`src/rtl/cr_iu_ibus_pkg.sv`:
```
// Shared constants for the IU instruction-bus arbiter: source encoding,
// default sizing and a pointer-width helper.
package cr_iu_ibus_pkg;

   localparam logic SRC_IFU = 1'b0;
   localparam logic SRC_VEC = 1'b1;

   localparam int unsigned DEPTH_DEF = 2;
   localparam int unsigned AW_DEF    = 30;

   // Ceiling log2; returns 0 for n <= 1.
   function automatic int unsigned clog2(input int unsigned n);
      int unsigned r;
      r = 0;
      while ((32'd1 << r) < n) r++;
      return r;
   endfunction

endpackage

```
`src/rtl/cr_iu_ibus_owner_fifo.sv`:
```
// Owner FIFO: remembers which requester issued each granted bus transaction
// so responses can be routed back in order.
module cr_iu_ibus_owner_fifo
   import cr_iu_ibus_pkg::*;
#(
   parameter int unsigned DEPTH = DEPTH_DEF,
   parameter int unsigned CW    = clog2(DEPTH + 1)
) (
   input  logic          clk_i,
   input  logic          rst_i,
   input  logic          push_i,
   input  logic          push_src_i,
   input  logic          pop_i,
   output logic          head_o,
   output logic          full_o,
   output logic          empty_o,
   output logic [CW-1:0] count_o
);

   localparam int unsigned PW = (DEPTH > 1) ? clog2(DEPTH) : 1;

   logic [DEPTH-1:0] mem_q;
   logic [PW-1:0]    wr_ptr_q, wr_ptr_d;
   logic [PW-1:0]    rd_ptr_q, rd_ptr_d;
   logic [CW-1:0]    count_q, count_d;
   logic             push_eff, pop_eff;

   assign full_o  = (count_q == CW'(DEPTH));
   assign empty_o = (count_q == '0);
   assign head_o  = mem_q[rd_ptr_q];
   assign count_o = count_q;

   assign pop_eff  = pop_i && !empty_o;
   assign push_eff = push_i && (!full_o || pop_eff);

   // Pointers wrap modulo DEPTH, which need not be a power of two.
   always_comb begin
      wr_ptr_d = wr_ptr_q;
      rd_ptr_d = rd_ptr_q;
      count_d  = count_q;
      if (push_eff) wr_ptr_d = (wr_ptr_q == PW'(DEPTH - 1)) ? '0 : wr_ptr_q + PW'(1);
      if (pop_eff)  rd_ptr_d = (rd_ptr_q == PW'(DEPTH - 1)) ? '0 : rd_ptr_q + PW'(1);
      if (push_eff && !pop_eff)      count_d = count_q + CW'(1);
      else if (!push_eff && pop_eff) count_d = count_q - CW'(1);
   end

   always_ff @(posedge clk_i) begin
      if (rst_i) begin
         mem_q    <= '0;
         wr_ptr_q <= '0;
         rd_ptr_q <= '0;
         count_q  <= '0;
      end else begin
         if (push_eff) mem_q[wr_ptr_q] <= push_src_i;
         wr_ptr_q <= wr_ptr_d;
         rd_ptr_q <= rd_ptr_d;
         count_q  <= count_d;
      end
   end

endmodule

```
`src/rtl/cr_iu_ibus_arb.sv`:
```
// Instruction-bus arbiter between the vector-table fetch path (fixed priority)
// and the IFU, with request locking and in-order response routing.
module cr_iu_ibus_arb
   import cr_iu_ibus_pkg::*;
#(
   parameter int unsigned DEPTH = DEPTH_DEF,
   parameter int unsigned AW    = AW_DEF
) (
   input  logic          misc_clk,
   input  logic          cpurst,
   input  logic          vec_req,
   input  logic [AW-1:0] vec_addr,
   output logic          vec_grnt,
   output logic          vec_data_vld,
   output logic          vec_acc_err,
   input  logic          ifu_req,
   input  logic [AW-1:0] ifu_addr,
   output logic          ifu_grnt,
   output logic          ifu_data_vld,
   output logic          ifu_acc_err,
   input  logic          ifu_fetch_mask,
   output logic          arb_ibus_req,
   output logic [AW-1:0] arb_ibus_addr,
   output logic          arb_ibus_src,
   input  logic          bmu_xx_ibus_grnt,
   input  logic          bmu_xx_ibus_data_vld,
   input  logic          bmu_xx_ibus_acc_err,
   output logic          arb_ibus_idle,
   output logic          arb_resp_unexp
);

   localparam int unsigned CW = clog2(DEPTH + 1);

   logic          lock_vld_q, lock_vld_d;
   logic          lock_src_q, lock_src_d;
   logic [AW-1:0] lock_addr_q, lock_addr_d;
   logic          unexp_q, unexp_d;

   logic          fifo_full, fifo_empty, fifo_head;
   logic [CW-1:0] fifo_count;
   logic          vec_elig, ifu_elig, push, resp, route;

   assign vec_elig = vec_req && !fifo_full;
   assign ifu_elig = ifu_req && !ifu_fetch_mask && !fifo_full;

   // A locked request keeps its source and address until granted.
   always_comb begin
      arb_ibus_req  = 1'b0;
      arb_ibus_src  = SRC_IFU;
      arb_ibus_addr = '0;
      if (lock_vld_q) begin
         arb_ibus_req  = 1'b1;
         arb_ibus_src  = lock_src_q;
         arb_ibus_addr = lock_addr_q;
      end else if (vec_elig) begin
         arb_ibus_req  = 1'b1;
         arb_ibus_src  = SRC_VEC;
         arb_ibus_addr = vec_addr;
      end else if (ifu_elig) begin
         arb_ibus_req  = 1'b1;
         arb_ibus_src  = SRC_IFU;
         arb_ibus_addr = ifu_addr;
      end
   end

   assign push     = bmu_xx_ibus_grnt && arb_ibus_req;
   assign vec_grnt = push && (arb_ibus_src == SRC_VEC);
   assign ifu_grnt = push && (arb_ibus_src == SRC_IFU);

   // Access error wins when both response flags are set.
   assign resp  = bmu_xx_ibus_data_vld || bmu_xx_ibus_acc_err;
   assign route = resp && !fifo_empty;

   assign vec_acc_err  = route && bmu_xx_ibus_acc_err && (fifo_head == SRC_VEC);
   assign ifu_acc_err  = route && bmu_xx_ibus_acc_err && (fifo_head == SRC_IFU);
   assign vec_data_vld = route && !bmu_xx_ibus_acc_err && (fifo_head == SRC_VEC);
   assign ifu_data_vld = route && !bmu_xx_ibus_acc_err && (fifo_head == SRC_IFU);

   assign arb_ibus_idle  = (fifo_count == '0) && !lock_vld_q;
   assign arb_resp_unexp = unexp_q;

   always_comb begin
      lock_vld_d  = arb_ibus_req && !bmu_xx_ibus_grnt;
      lock_src_d  = lock_src_q;
      lock_addr_d = lock_addr_q;
      unexp_d     = resp && fifo_empty;
      if (lock_vld_d) begin
         lock_src_d  = arb_ibus_src;
         lock_addr_d = arb_ibus_addr;
      end
   end

   always_ff @(posedge misc_clk) begin
      if (cpurst) begin
         lock_vld_q  <= 1'b0;
         lock_src_q  <= SRC_IFU;
         lock_addr_q <= '0;
         unexp_q     <= 1'b0;
      end else begin
         lock_vld_q  <= lock_vld_d;
         lock_src_q  <= lock_src_d;
         lock_addr_q <= lock_addr_d;
         unexp_q     <= unexp_d;
      end
   end

   cr_iu_ibus_owner_fifo #(
      .DEPTH (DEPTH),
      .CW    (CW)
   ) u_owner_fifo (
      .clk_i      (misc_clk),
      .rst_i      (cpurst),
      .push_i     (push),
      .push_src_i (arb_ibus_src),
      .pop_i      (resp),
      .head_o     (fifo_head),
      .full_o     (fifo_full),
      .empty_o    (fifo_empty),
      .count_o    (fifo_count)
   );

endmodule
```
`config.mk`:
```
export PLATFORM = sky130hd
export DESIGN_NAME = cr_iu_ibus_arb
export DESIGN_NICKNAME = d
export VERILOG_FILES = /design/src/rtl/cr_iu_ibus_pkg.sv /design/src/rtl/cr_iu_ibus_owner_fifo.sv /design/src/rtl/cr_iu_ibus_arb.sv
export SDC_FILE = /design/constraint.sdc
export NUM_CORES = 1
export LEC_CHECK = 0
export ABC_AREA = 0
export BUFFER_PORTS_ARGS = -buffer_cell sky130_fd_sc_hd__buf_2
export CAP_MARGIN = 15
export CORE_MARGIN = 4
export CORE_UTILIZATION = 30
export CTS_CLUSTER_SIZE = 20
export DETAILED_ROUTE_END_ITERATION = 8
export REMOVE_ABC_BUFFERS = 1
export SLEW_MARGIN = 20
export SYNTH_ARGS = -nofsm -noshare
export SYNTH_HDL_FRONTEND = slang
export SYNTH_SLANG_ARGS = --single-unit
```
`constraint.sdc`:
```
create_clock -name misc_clk -period 2.3 [get_ports misc_clk]
set_input_delay 0.115 -clock misc_clk [delete_from_list [all_inputs] [get_ports misc_clk]]
set_output_delay 0.115 -clock misc_clk [all_outputs]
set_load 0.03 [all_outputs]
```
==> flow_summary.yaml <==
status:
  outcome: "finished clean"
timing:
  worst_slew_pin_slew_ns: 0.747
  rsz0062_at_grt: "no"
  fin_worst_skew_ns: 0.00617
  slew_viol_final: 0
  tns_ns: 0
  fmax_mhz: 485
  setup_ws_ns: 0.237
  hold_viol: 0
  finalSetupViolCount: 0
  min_period_over_period_pct: 89.7
  relSlewSlack_pct: 50.2
  holdWs_ns: 0.169
  min_period_ns: 2.06
hold_path:
  hp-class: "in2reg"
  hp-start: "bmu_xx_ibus_data_vld"
synth:
  ys_ff_latch: 39
  netlist_area_um2: 1990
  syn_avg_cell_area_um2: 8.63
  ys_warn_count: 0
  synthSimpleGateAreaFrac_pct: 14.7
  synth_xor_area_share_pct: 1.32
  synthAdderAreaFrac_pct: 0.627
  synth-compound-area-share_pct: 30.0
  synth_mux_area_share_pct: 2.57
  yosysSeqAreaShare_pct: 39.1
  synth_top_family_by_area: "compound AO/OA/AOI/OAI gates"
  ys_types: 31
  syn_inst: 231
floorplan:
  rows: 29
  num_io_pins: 108
  die-width_um: 89.5
  dieArea_um2: 8020
  coreArea_um2: 6390
  die_h_um: 89.5
  initial_core_util_pct: 31.2
placed_design:
  gp_congestion: 0.750
  io_buffer_count: 107
  dp_hpwl_mm: 4.01
  pre_cts_ws_ns: 0.237
clock_tree:
  clockRootBuffer: "clkbuf_8"
  cts.clk_slew.worst_paths_ns: 0.08
  cts_tree: "done"
  numClockSinks: 39
  post-cts-setup-buffer-count: 0
  numCtsBuffers: 5
  clock_path_buffers: 2
  clk_latency_ns: 0.28
  cts-htree-levels: 2
routing:
  wl_per_cell_um: 13.1
  routed_wl_mm: 5.40
  vias_per_cell: 5.09
  drt_iter0_markers: 105
  firstDrtPassIters: 5
  ant_nets: 0
  drc_errors: 0
  vias: 2091
worst_setup_path:
  crit_slowest_cell: "dfxtp_2"
  path_class: "reg2out"
  slowest_delay_ns: 0.36
  cp.arrival_ns: 1.95
  cp.required_ns: 2.18
  setup.worst_path.start_class: "register"
  cpMostUsedCell: "buf_4"
  path_buf_inv: 3
  critPathMaxFanout: 16
  cp_cell_sequence: "nor2b_4, nor2_4, buf_4, a21oi_1, buf_4, nor2_1, buf_2"
  reg2reg_from: "u_owner_fifo.count_o[0]"
  cp_top_family: "buffers and inverters"
  timing.critical_path.from: "u_owner_fifo.count_o[1]"
  end_kind: "primary output"
global_routing:
  grt_antenna_before_repair: 0
  grt_pass1_wl_mm: 8.53
  top_usage_layer: "met2"
  grt.overflow.total: 0
  globalRouteMet3Util_pct: 3.41
  grt_start_max_net_pins: 41
  grt_use_met2_pct: 22.7
  grt_pass1_vias: 1942
  grt.met1_usage_pct: 16.4
  grt_use_total_pct: 13.3
power_and_ir_drop:
  power_switching_mw: 1.09
  p_seq_share_pct: 33.5
  power_frac_comb_pct: 47.1
  p_per_area_nw_per_um2: 961
  swShare_pct: 41.9
  peakVddDrop_v: 0.000443
  power.leakage_nw: 1.37
  clkPwrFrac_pct: 19.4
  intPower_mw: 1.51
layout:
  drive_gt1_share_pct: 38.9
  num-nets-final: 402
  diodes: 0
  fillers: 667
  postLayoutCoreUtil_pct: 42.4
  area_growth_syn_to_layout_pct: 35.7
flow_run:
  maxCapViolations: 0
==> power groups by stage <==
stage / sequential (mW) / clock (mW) / combinational (mW)
after floorplan: 0.899 / 0 / 0.825
after global placement: 0.882 / 0 / 1.22
after global routing: 0.891 / 0.556 / 1.35
after CTS: 0.871 / 0.526 / 1.24
after detailed placement: 0.886 / 0 / 1.23
final: 0.872 / 0.504 / 1.23
==> cells in the mapped netlist, drive strengths merged <==
cell | n | area share [%]
a211oi | 32 | 13
a21oi | 6 | 1.5
a222oi | 29 | 15
a31o | 1 | 0.44
buf | 11 | 3.9
clkbuf | 10 | 1.9
dfxtp | 39 | 39
ha | 1 | 0.63
inv | 31 | 5.8
mux2 | 1 | 0.56
mux2i | 4 | 2.0
nand2 | 2 | 0.38
nand2b | 5 | 1.6
nand4 | 2 | 0.63
nand4bb | 1 | 0.56
nor2 | 40 | 7.7
nor2b | 3 | 1.3
nor3 | 3 | 0.75
nor3b | 1 | 0.63
nor4 | 2 | 0.94
o21ai | 2 | 0.50
o22ai | 1 | 0.31
or3 | 1 | 0.31
xor2 | 3 | 1.3
==> worst paths after layout <==
path                            depth (start not counted)                       to  slack (ns)
worst max-delay path                                    7                 vec_grnt        0.24
worst min-delay path                                    3           arb_resp_unexp        0.17
worst max register to register                          8  u_owner_fifo.count_o[1]        0.27
worst min register to register                          2    u_owner_fifo.mem_q[1]        0.49
==> layout by cell type, fill, tap and decap left out, drive strengths merged, types with 2 or more instances in the layout <==
cell type,n
xor2,3
a21oi,6
nor3,3
nor2,40
nand4,2
nand2b,5
mux2i,4
dfxtp,39
a222oi,29
nor2b,3
nor4,2
nand2,2
o21ai,2
clkbuf,8
a211oi,32
inv,31
buf,116
==> through the flow <==
| step | area [um^2] | power [mW] | std cells |
|---|---|---|---|
| after floorplan | 1880 | 1.72 | 210 |
| after global placement | 2600 | 2.10 | 403 |
| after detailed placement | 2600 | 2.12 | 403 |
| after CTS | 2710 | 2.64 | 411 |
| after global routing | 2710 | 2.79 | 411 |
| final | 2710 | 2.60 | 411 |
==> registers in the layout (all words and copies together) (netlist names) <==
| name | flops |
|---|---|
| u_owner_fifo.count_o | 2 |
| arb_resp_unexp | 1 |
| lock_src_q | 1 |
| u_owner_fifo.wr_ptr_q | 1 |
| u_owner_fifo.rd_ptr_q | 1 |
| u_owner_fifo.mem_q | 2 |
| lock_vld_q | 1 |
| lock_addr_q | 30 |
==> worst reg2reg max path: cells and delay by family (launching register included) <==
kind / cells / cell delay (ns)
compound gates: 3 / 0.30
flops: 1 / 0.34
fa+ha+maj: 1 / 0.31
simple gates: 3 / 0.83
buf+inv: 1 / 0.17
==> logic make-up (layout without fill, tap and decap cells) <==
family	after synthesis	after routing
AO/OA/AOI/OAI	71	71
AND/OR/NAND/NOR	60	60
buffers and inverters	52	155
flip-flops	39	39
multiplexers	5	5
XOR/XNOR	3	3
adder cells (fa/ha/maj)	1	1
==> per-layer routing <==
metal / wire (um) / share of wire (%)
met5: 0 / 0
met4: 65 / 1.2
met3: 421 / 7.8
met2: 2570 / 48
met1: 2350 / 43
==> area by class of cell <==
cell class | instances | area [um^2] | area share [%]
Multi-Input combinational cell | 140 | 996 | 36.8
Timing Repair Buffer | 116 | 616 | 22.7
Clock buffer | 8 | 100 | 3.70
Inverter | 31 | 116 | 4.30
Sequential cell | 39 | 782 | 28.9
Tap cell | 77 | 96.3 | 3.56
==> repair_timing <==
item | CTS | global route
setup endpoints to repair | 1 | 10
pin swaps | 0 | 2
hold buffers | 0 | 0
resized for setup | 1 | 1
Power figures use the tool's default switching activity.
